--- src/rtl/avalon_st_pkg.sv ---
// Shared types and helpers for the Avalon-ST arbiter codebase.
// Contents:
//   arb_state_e - arbiter FSM state encoding
//   idx_width   - width of an index into n items, never below 1 bit
package avalon_st_pkg;

    typedef enum logic [0:0] {
        ARB_IDLE   = 1'b0,
        ARB_LOCKED = 1'b1
    } arb_state_e;

    function automatic int idx_width(input int n);
        return (n > 1) ? $clog2(n) : 1;
    endfunction

endpackage

--- src/rtl/avalon_st_arbiter_if.sv ---
// Bundle of the arbiter's source-side and sink-side Avalon-ST signals.
// Ports: none; the signals are grouped by modport.
//   slave  - arbiter view: takes the source beats and out_ready, drives
//            in_ready and the out_* beat
//   master - environment view: the opposite directions
interface avalon_st_arbiter_if
    import avalon_st_pkg::*;
#(
    parameter int NUM_INPUTS = 4,
    parameter int DATA_WIDTH = 32
) ();

    localparam int CW = idx_width(NUM_INPUTS);

    logic [NUM_INPUTS-1:0]            in_valid;
    logic [NUM_INPUTS-1:0]            in_ready;
    logic [NUM_INPUTS*DATA_WIDTH-1:0] in_data;
    logic [NUM_INPUTS-1:0]            in_sop;
    logic [NUM_INPUTS-1:0]            in_eop;
    logic                             out_valid;
    logic                             out_ready;
    logic [DATA_WIDTH-1:0]            out_data;
    logic                             out_sop;
    logic                             out_eop;
    logic [CW-1:0]                    out_channel;

    modport slave (
        input  in_valid, in_data, in_sop, in_eop, out_ready,
        output in_ready, out_valid, out_data, out_sop, out_eop, out_channel
    );

    modport master (
        output in_valid, in_data, in_sop, in_eop, out_ready,
        input  in_ready, out_valid, out_data, out_sop, out_eop, out_channel
    );

endinterface

--- src/rtl/avalon_st_arbiter_rr_picker.sv ---
// Combinational round-robin picker: selects the first requester at or after
// ptr, wrapping modulo NUM_INPUTS.
// Ports:
//   req     in  NUM_INPUTS  request vector
//   ptr     in  IW          highest-priority index for this pick
//   gnt     out NUM_INPUTS  one-hot grant, zero when nobody requests
//   gnt_idx out IW          index of the granted requester (0 when none)
//   any     out 1           at least one requester
module rr_picker
    import avalon_st_pkg::*;
#(
    parameter  int NUM_INPUTS = 4,
    localparam int IW         = idx_width(NUM_INPUTS)
) (
    input  logic [NUM_INPUTS-1:0] req,
    input  logic [IW-1:0]         ptr,
    output logic [NUM_INPUTS-1:0] gnt,
    output logic [IW-1:0]         gnt_idx,
    output logic                  any
);

    logic [IW-1:0] cand;

    // Explicit modulo keeps the search correct for non-power-of-2 counts.
    always_comb begin
        gnt     = '0;
        gnt_idx = '0;
        any     = 1'b0;
        cand    = '0;
        for (int k = 0; k < NUM_INPUTS; k++) begin
            cand = IW'((int'(ptr) + k) % NUM_INPUTS);
            if (!any && req[cand]) begin
                any       = 1'b1;
                gnt[cand] = 1'b1;
                gnt_idx   = cand;
            end
        end
    end

endmodule

--- src/rtl/avalon_st_arbiter.sv ---
// Packet-aware round-robin arbiter merging NUM_INPUTS Avalon-ST sources onto
// one registered Avalon-ST sink. Each output beat carries its source index.
// With PACKET_MODE=1 the grant is held from the first accepted beat of a
// packet until its endofpacket beat is accepted.
// Ports:
//   clk  in  clock
//   rst  in  synchronous active-high reset
//   bus  slave modport of avalon_st_arbiter_if (in_* sources, out_* sink)
//
// state      | meaning
// ARB_IDLE   | round-robin search from ptr; single-beat packets keep IDLE
// ARB_LOCKED | only owner is granted until its eop beat is accepted
module avalon_st_arbiter
    import avalon_st_pkg::*;
#(
    parameter int NUM_INPUTS  = 4,
    parameter int DATA_WIDTH  = 32,
    parameter bit PACKET_MODE = 1'b1
) (
    input  logic                clk,
    input  logic                rst,
    avalon_st_arbiter_if.slave  bus
);

    localparam int IW = idx_width(NUM_INPUTS);

    if (NUM_INPUTS < 2 || NUM_INPUTS > 16) begin : g_bad_num_inputs
        $fatal(1, "avalon_st_arbiter: NUM_INPUTS=%0d outside 2..16", NUM_INPUTS);
    end

    arb_state_e             state, next_state;
    logic [IW-1:0]          ptr, next_ptr;
    logic [IW-1:0]          owner, next_owner;

    logic [NUM_INPUTS-1:0]  pk_gnt;
    logic [IW-1:0]          pk_idx;
    logic                   pk_any;

    logic [NUM_INPUTS-1:0]  grant;
    logic [IW-1:0]          g_idx;
    logic                   can_load;
    logic                   accept;
    logic [DATA_WIDTH-1:0]  beat_data;
    logic                   beat_sop;
    logic                   beat_eop;

    function automatic logic [IW-1:0] inc_idx(input logic [IW-1:0] i);
        return (int'(i) == NUM_INPUTS - 1) ? '0 : i + 1'b1;
    endfunction

    rr_picker #(
        .NUM_INPUTS (NUM_INPUTS)
    ) u_picker (
        .req     (bus.in_valid),
        .ptr     (ptr),
        .gnt     (pk_gnt),
        .gnt_idx (pk_idx),
        .any     (pk_any)
    );

    // While locked the owner keeps in_ready even when its valid drops, so a
    // gap in the packet simply stalls the link rather than releasing it.
    always_comb begin
        grant = '0;
        g_idx = pk_idx;
        if (state == ARB_IDLE) begin
            if (pk_any) begin
                grant = pk_gnt;
            end
        end else begin
            grant[owner] = 1'b1;
            g_idx        = owner;
        end
    end

    assign can_load     = !bus.out_valid || bus.out_ready;
    assign bus.in_ready = (can_load && !rst) ? grant : '0;
    assign accept       = |(bus.in_valid & bus.in_ready);
    assign beat_data    = bus.in_data[g_idx*DATA_WIDTH +: DATA_WIDTH];
    assign beat_sop     = bus.in_sop[g_idx];
    assign beat_eop     = bus.in_eop[g_idx];

    always_ff @(posedge clk) begin
        if (rst) begin
            state <= ARB_IDLE;
            ptr   <= '0;
            owner <= '0;
        end else begin
            state <= next_state;
            ptr   <= next_ptr;
            owner <= next_owner;
        end
    end

    // sop is never consulted: the first beat taken in IDLE opens a packet.
    always_comb begin
        next_state = state;
        next_ptr   = ptr;
        next_owner = owner;
        if (accept) begin
            case (state)
                ARB_IDLE: begin
                    if (PACKET_MODE && !beat_eop) begin
                        next_state = ARB_LOCKED;
                        next_owner = g_idx;
                    end else begin
                        next_ptr = inc_idx(g_idx);
                    end
                end
                ARB_LOCKED: begin
                    if (beat_eop) begin
                        next_state = ARB_IDLE;
                        next_ptr   = inc_idx(owner);
                    end
                end
                default: next_state = ARB_IDLE;
            endcase
        end
    end

    always_ff @(posedge clk) begin
        if (rst) begin
            bus.out_valid   <= 1'b0;
            bus.out_data    <= '0;
            bus.out_sop     <= 1'b0;
            bus.out_eop     <= 1'b0;
            bus.out_channel <= '0;
        end else if (can_load) begin
            bus.out_valid <= accept;
            if (accept) begin
                bus.out_data    <= beat_data;
                bus.out_sop     <= beat_sop;
                bus.out_eop     <= beat_eop;
                bus.out_channel <= g_idx;
            end
        end
    end

endmodule

--- src/flat_wrapper.sv ---
// flat-port wrapper written by rule: the top's interface ports become plain ports
module avalon_st_arbiter_flat import avalon_st_pkg::*;
#(
    parameter int NUM_INPUTS  = 4,
    parameter int DATA_WIDTH  = 32,
    parameter bit PACKET_MODE = 1'b1
)
  (clk, rst, bus_in_valid, bus_in_data, bus_in_sop, bus_in_eop, bus_out_ready, bus_in_ready, bus_out_valid, bus_out_data, bus_out_sop, bus_out_eop, bus_out_channel);
  avalon_st_arbiter_if #(.NUM_INPUTS(NUM_INPUTS), .DATA_WIDTH(DATA_WIDTH)) bus_i ();
  input  logic clk;
  input  logic rst;
  input wire logic [$bits(bus_i.in_valid)-1:0] bus_in_valid;
  input wire logic [$bits(bus_i.in_data)-1:0] bus_in_data;
  input wire logic [$bits(bus_i.in_sop)-1:0] bus_in_sop;
  input wire logic [$bits(bus_i.in_eop)-1:0] bus_in_eop;
  input wire logic [$bits(bus_i.out_ready)-1:0] bus_out_ready;
  output wire logic [$bits(bus_i.in_ready)-1:0] bus_in_ready;
  output wire logic [$bits(bus_i.out_valid)-1:0] bus_out_valid;
  output wire logic [$bits(bus_i.out_data)-1:0] bus_out_data;
  output wire logic [$bits(bus_i.out_sop)-1:0] bus_out_sop;
  output wire logic [$bits(bus_i.out_eop)-1:0] bus_out_eop;
  output wire logic [$bits(bus_i.out_channel)-1:0] bus_out_channel;
  assign bus_i.in_valid = bus_in_valid;
  assign bus_i.in_data = bus_in_data;
  assign bus_i.in_sop = bus_in_sop;
  assign bus_i.in_eop = bus_in_eop;
  assign bus_i.out_ready = bus_out_ready;
  assign bus_in_ready = bus_i.in_ready;
  assign bus_out_valid = bus_i.out_valid;
  assign bus_out_data = bus_i.out_data;
  assign bus_out_sop = bus_i.out_sop;
  assign bus_out_eop = bus_i.out_eop;
  assign bus_out_channel = bus_i.out_channel;
  avalon_st_arbiter #(.NUM_INPUTS(NUM_INPUTS), .DATA_WIDTH(DATA_WIDTH), .PACKET_MODE(PACKET_MODE)) u_core (.clk(clk), .rst(rst), .bus(bus_i));
endmodule
--- config.mk ---
export PLATFORM = sky130hd
export DESIGN_NAME = avalon_st_arbiter_flat
export DESIGN_NICKNAME = d
export VERILOG_FILES = /design/src/rtl/avalon_st_pkg.sv /design/src/rtl/avalon_st_arbiter_if.sv /design/src/rtl/avalon_st_arbiter_rr_picker.sv /design/src/rtl/avalon_st_arbiter.sv /design/src/flat_wrapper.sv
export SDC_FILE = /design/constraint.sdc
export NUM_CORES = 1
export LEC_CHECK = 0
export CORE_MARGIN = 5
export CORE_UTILIZATION = 38
export CTS_CLUSTER_DIAMETER = 200
export DETAILED_ROUTE_END_ITERATION = 16
export HOLD_SLACK_MARGIN = 0.06
export PLACE_DENSITY_LB_ADDON = 0.3
export SYNTH_ARGS = -nofsm -noshare
export SYNTH_HDL_FRONTEND = slang
export SYNTH_HIERARCHICAL = 1
export SYNTH_SLANG_ARGS = --single-unit
export TNS_END_PERCENT = 30
--- constraint.sdc ---
create_clock -name clk -period 4.4 [get_ports clk]
set_clock_uncertainty 0.2 [all_clocks]
set_input_delay 0.66 -clock clk [delete_from_list [all_inputs] [get_ports clk]]
set_output_delay 0.66 -clock clk [all_outputs]
set_load 0.05 [all_outputs]
==> flow_summary.yaml <==
status:
  status: "finished clean"
clock_network:
  clk_pin_slew_ns: 0.08
  cts_buffer_depth: 2
  post_cts_buffers: 0
  clock_latency_ns: 0.30
  ctsHoldBuffers: 0
  cts_htree_levels: 2
  clock_sinks: 42
  cts_tree: "built"
  cts_made_buffers: 5
  ctsResizeCount: 0
  root_buffer: "clkbuf_8"
power_and_ir_drop:
  irDropWorstVdd_v: 0.000315
  total_power_mw: 3.72
  leakage_nw: 1.88
  cellPowerDensity_mw_per_mm2: 727
timing:
  setup_ws_ns: 0.530
  tightest_slew_ns: 0.635
  hold_viol: 0
  rsz0062_at_grt: "no"
  setup_viol: 0
  slew_headroom_pct: 57.6
  whs_ns: 0.284
  slew_viol_final: 0
  timing.fmax_mhz: 258
  tns_ns: 0
  min_period_ns: 3.87
  fin_crit_sh_pct: 87.9
finish:
  drive_gt1_share_pct: 14.6
  finish.instance_area_mm2: 0.00511
  diodes: 0
  syn2layout_area_growth_pct: 66.6
  nets: 597
global_routing:
  grt.total_usage_pct: 19.6
  grt_pass1_wl_um: 15400
  grt_overflow_total: 0
  antenna_found_initial: 0
  grt_max_degree: 43
  grt_pass1_vias: 3127
logic_synthesis:
  ys_ff_latch: 42
  yosysUniqueCellTypes: 41
  yosysMostFrequentCell: "nor2_1"
  synth_commonest_cells: "44 x nor2_1, 42 x dfxtp_1, 35 x mux2i_1, 32 x mux4_2"
  avgSynthCellArea_um2: 11.6
  ys_async_sr_fraction_pct: 0
  netlist_area_mm2: 0.00307
  yosysTopAreaCellShare_pct: 27.4
  seq_area_frac_synth_pct: 27.4
  yosysTopAreaCell: "dfxtp_1"
  yosys-top-cells-area: "dfxtp_1 27%, mux4_2 23%, mux2i_1 11%"
  synthCells: 265
  ys.flop_type: "dfxtp_1"
  synth-edff-count: 0
  syn-num-nets: 417
  ys_warn_count: 6
worst_setup_path:
  worstPathMaxFanout: 13
  arrival_ns: 3.84
  required_ns: 4.37
  path_cells: "clkdlybuf4s50_1, mux4_2, nor4b_4, nor2_1, a32o_1, mux2i_4, buf_4, mux4_1, mux2i_1, nor2_1"
  critPathMaxStageDelay_ns: 0.65
  critPathMostFrequentCell: "nor2_1"
  slowest_stage: "mux4_2"
  crit_buf_inv: 2
  end_kind: "flop"
  critPathTopFamily: "multiplexers"
  cp-startpoint: "bus_in_valid[3]"
  startpoint_type: "input port"
  criticalPathCategory: "in2reg"
  rr_startpoint: "u_core/ptr[0]$_SDFFE_PP0P_"
floorplan:
  chipHeight_um: 99.9
  initial_core_util_pct: 39.3
  die-area_mm2: 0.00997
  die_w_um: 99.9
  rows: 32
  core_area_mm2: 0.00781
  pin_count: 184
routing:
  via_per_inst: 5.22
  wire_per_inst_um: 18.3
  drt_wl_total_um: 10000
  drc: 0
  drtAntennaViolNets: 0
  vias: 2863
  drt_iter0_drc: 52
  drtPass1Iterations: 4
placed_design:
  place_hpwl_um: 8370
  gp_congestion: 0.865
  place_area_mm2: 0.00500
  place_ws_ns: 0.234
  port_buffers: 183
worst_hold_path:
  hold_path.startpoint: "u_core/bus.out_eop$_SDFFE_PP0P_"
  hold_path.class: "reg2reg"
run:
  maxCapViolCount: 0
-- layout by cell type (no fill, tap or decap), types with 2 or more instances in the layout --
| cell | count |
|---|---|
| mux4_1 | 6 |
| mux4_2 | 32 |
| buf_4 | 12 |
| nor2b_1 | 2 |
| a21oi_1 | 6 |
| o21ai_0 | 6 |
| o21ba_2 | 2 |
| nand2b_1 | 3 |
| nor2_1 | 44 |
| mux2i_4 | 2 |
| and2_1 | 2 |
| a211oi_1 | 2 |
| a22o_1 | 2 |
| buf_12 | 4 |
| nand3_1 | 2 |
| clkdlybuf4s50_1 | 179 |
| nand2_1 | 4 |
| mux2i_1 | 35 |
| a22oi_1 | 11 |
| mux2_2 | 2 |
| and3b_1 | 2 |
| a211o_1 | 3 |
| ha_1 | 9 |
| inv_1 | 7 |
| dfxtp_1 | 42 |
| clkbuf_8 | 5 |
-- worst paths after layout --
| path | slack [ns] | cells after the start | endpoint |
|---|---|---|---|
| max | 0.53 | 10 | u_core/bus.out_data[20]$_SDFFE_PP0P_ |
| min | 0.28 | 2 | u_core/bus.out_eop$_SDFFE_PP0P_ |
| max reg2reg | 0.85 | 10 | u_core/bus.out_data[20]$_SDFFE_PP0P_ |
| min reg2reg | 0.28 | 2 | u_core/bus.out_eop$_SDFFE_PP0P_ |
-- state kept, by name, summed over array words and instances, names as in the netlist --
register                flops
u_core/bus.out_data        32
u_core/bus.out_channel      2
u_core/owner                2
u_core/ptr                  2
u_core/bus.out_eop          1
u_core/bus.out_sop          1
u_core/bus.out_valid        1
u_core/state                1
-- per-layer routing --
metal,up-vias,part of all wire (%),GRT usage (%)
met3,17,6.8,4.66
met5,-,0,0
met2,114,55,36.8
met4,0,2.2,6.20
met1,1358,36,21.5
li1,1374,-,-
-- final cells by class --
type,count,area (um^2)
clock buffers,6,72.6
clock inverters,2,37.5
fillers,613,2700
inverters,7,26.3
multi-input cells,194,2050
flip-flops and latches,42,841
well taps,102,128
repair buffers,195,1960
-- where the power goes --
group,internal (mW),switching (mW)
combinational,1.33,1.45
sequential,0.530,0.101
clock,0.169,0.137
total,2.03,1.69
-- cells by family (layout without fill, tap and decap cells) --
group / count (synthesis) / in the layout / synth area share [%]
DFF: 42 / 42 / 27.4
buffers and inverters: 29 / 210 / 6.44
and+or+nand+nor: 66 / 66 / 10.6
muxes: 77 / 77 / 42.2
adders and majority gates: 9 / 9 / 3.67
AOI/OAI and AO/OA: 41 / 41 / 9.42
xor gates and xnor gates: 1 / 1 / 0.285
-- worst register-to-register path, stage by stage (launching register included) --
cell	delay, ns
dfxtp_1	0.33
buf_4	0.20
mux4_2	0.66
nor4b_4	0.42
nor2_1	0.10
a32o_1	0.31
mux2i_4	0.37
buf_4	0.25
mux4_1	0.31
mux2i_1	0.20
nor2_1	0.06
-- metrics by stage --
step | instances | util, %
after detailed placement | 540 | 64.1
after floorplan | 265 | -
after global placement | 540 | 64.1
after global routing | 548 | 65.5
after CTS | 548 | 65.5
final | 548 | 65.5
Note: power is estimated with default switching activity, not from simulation.
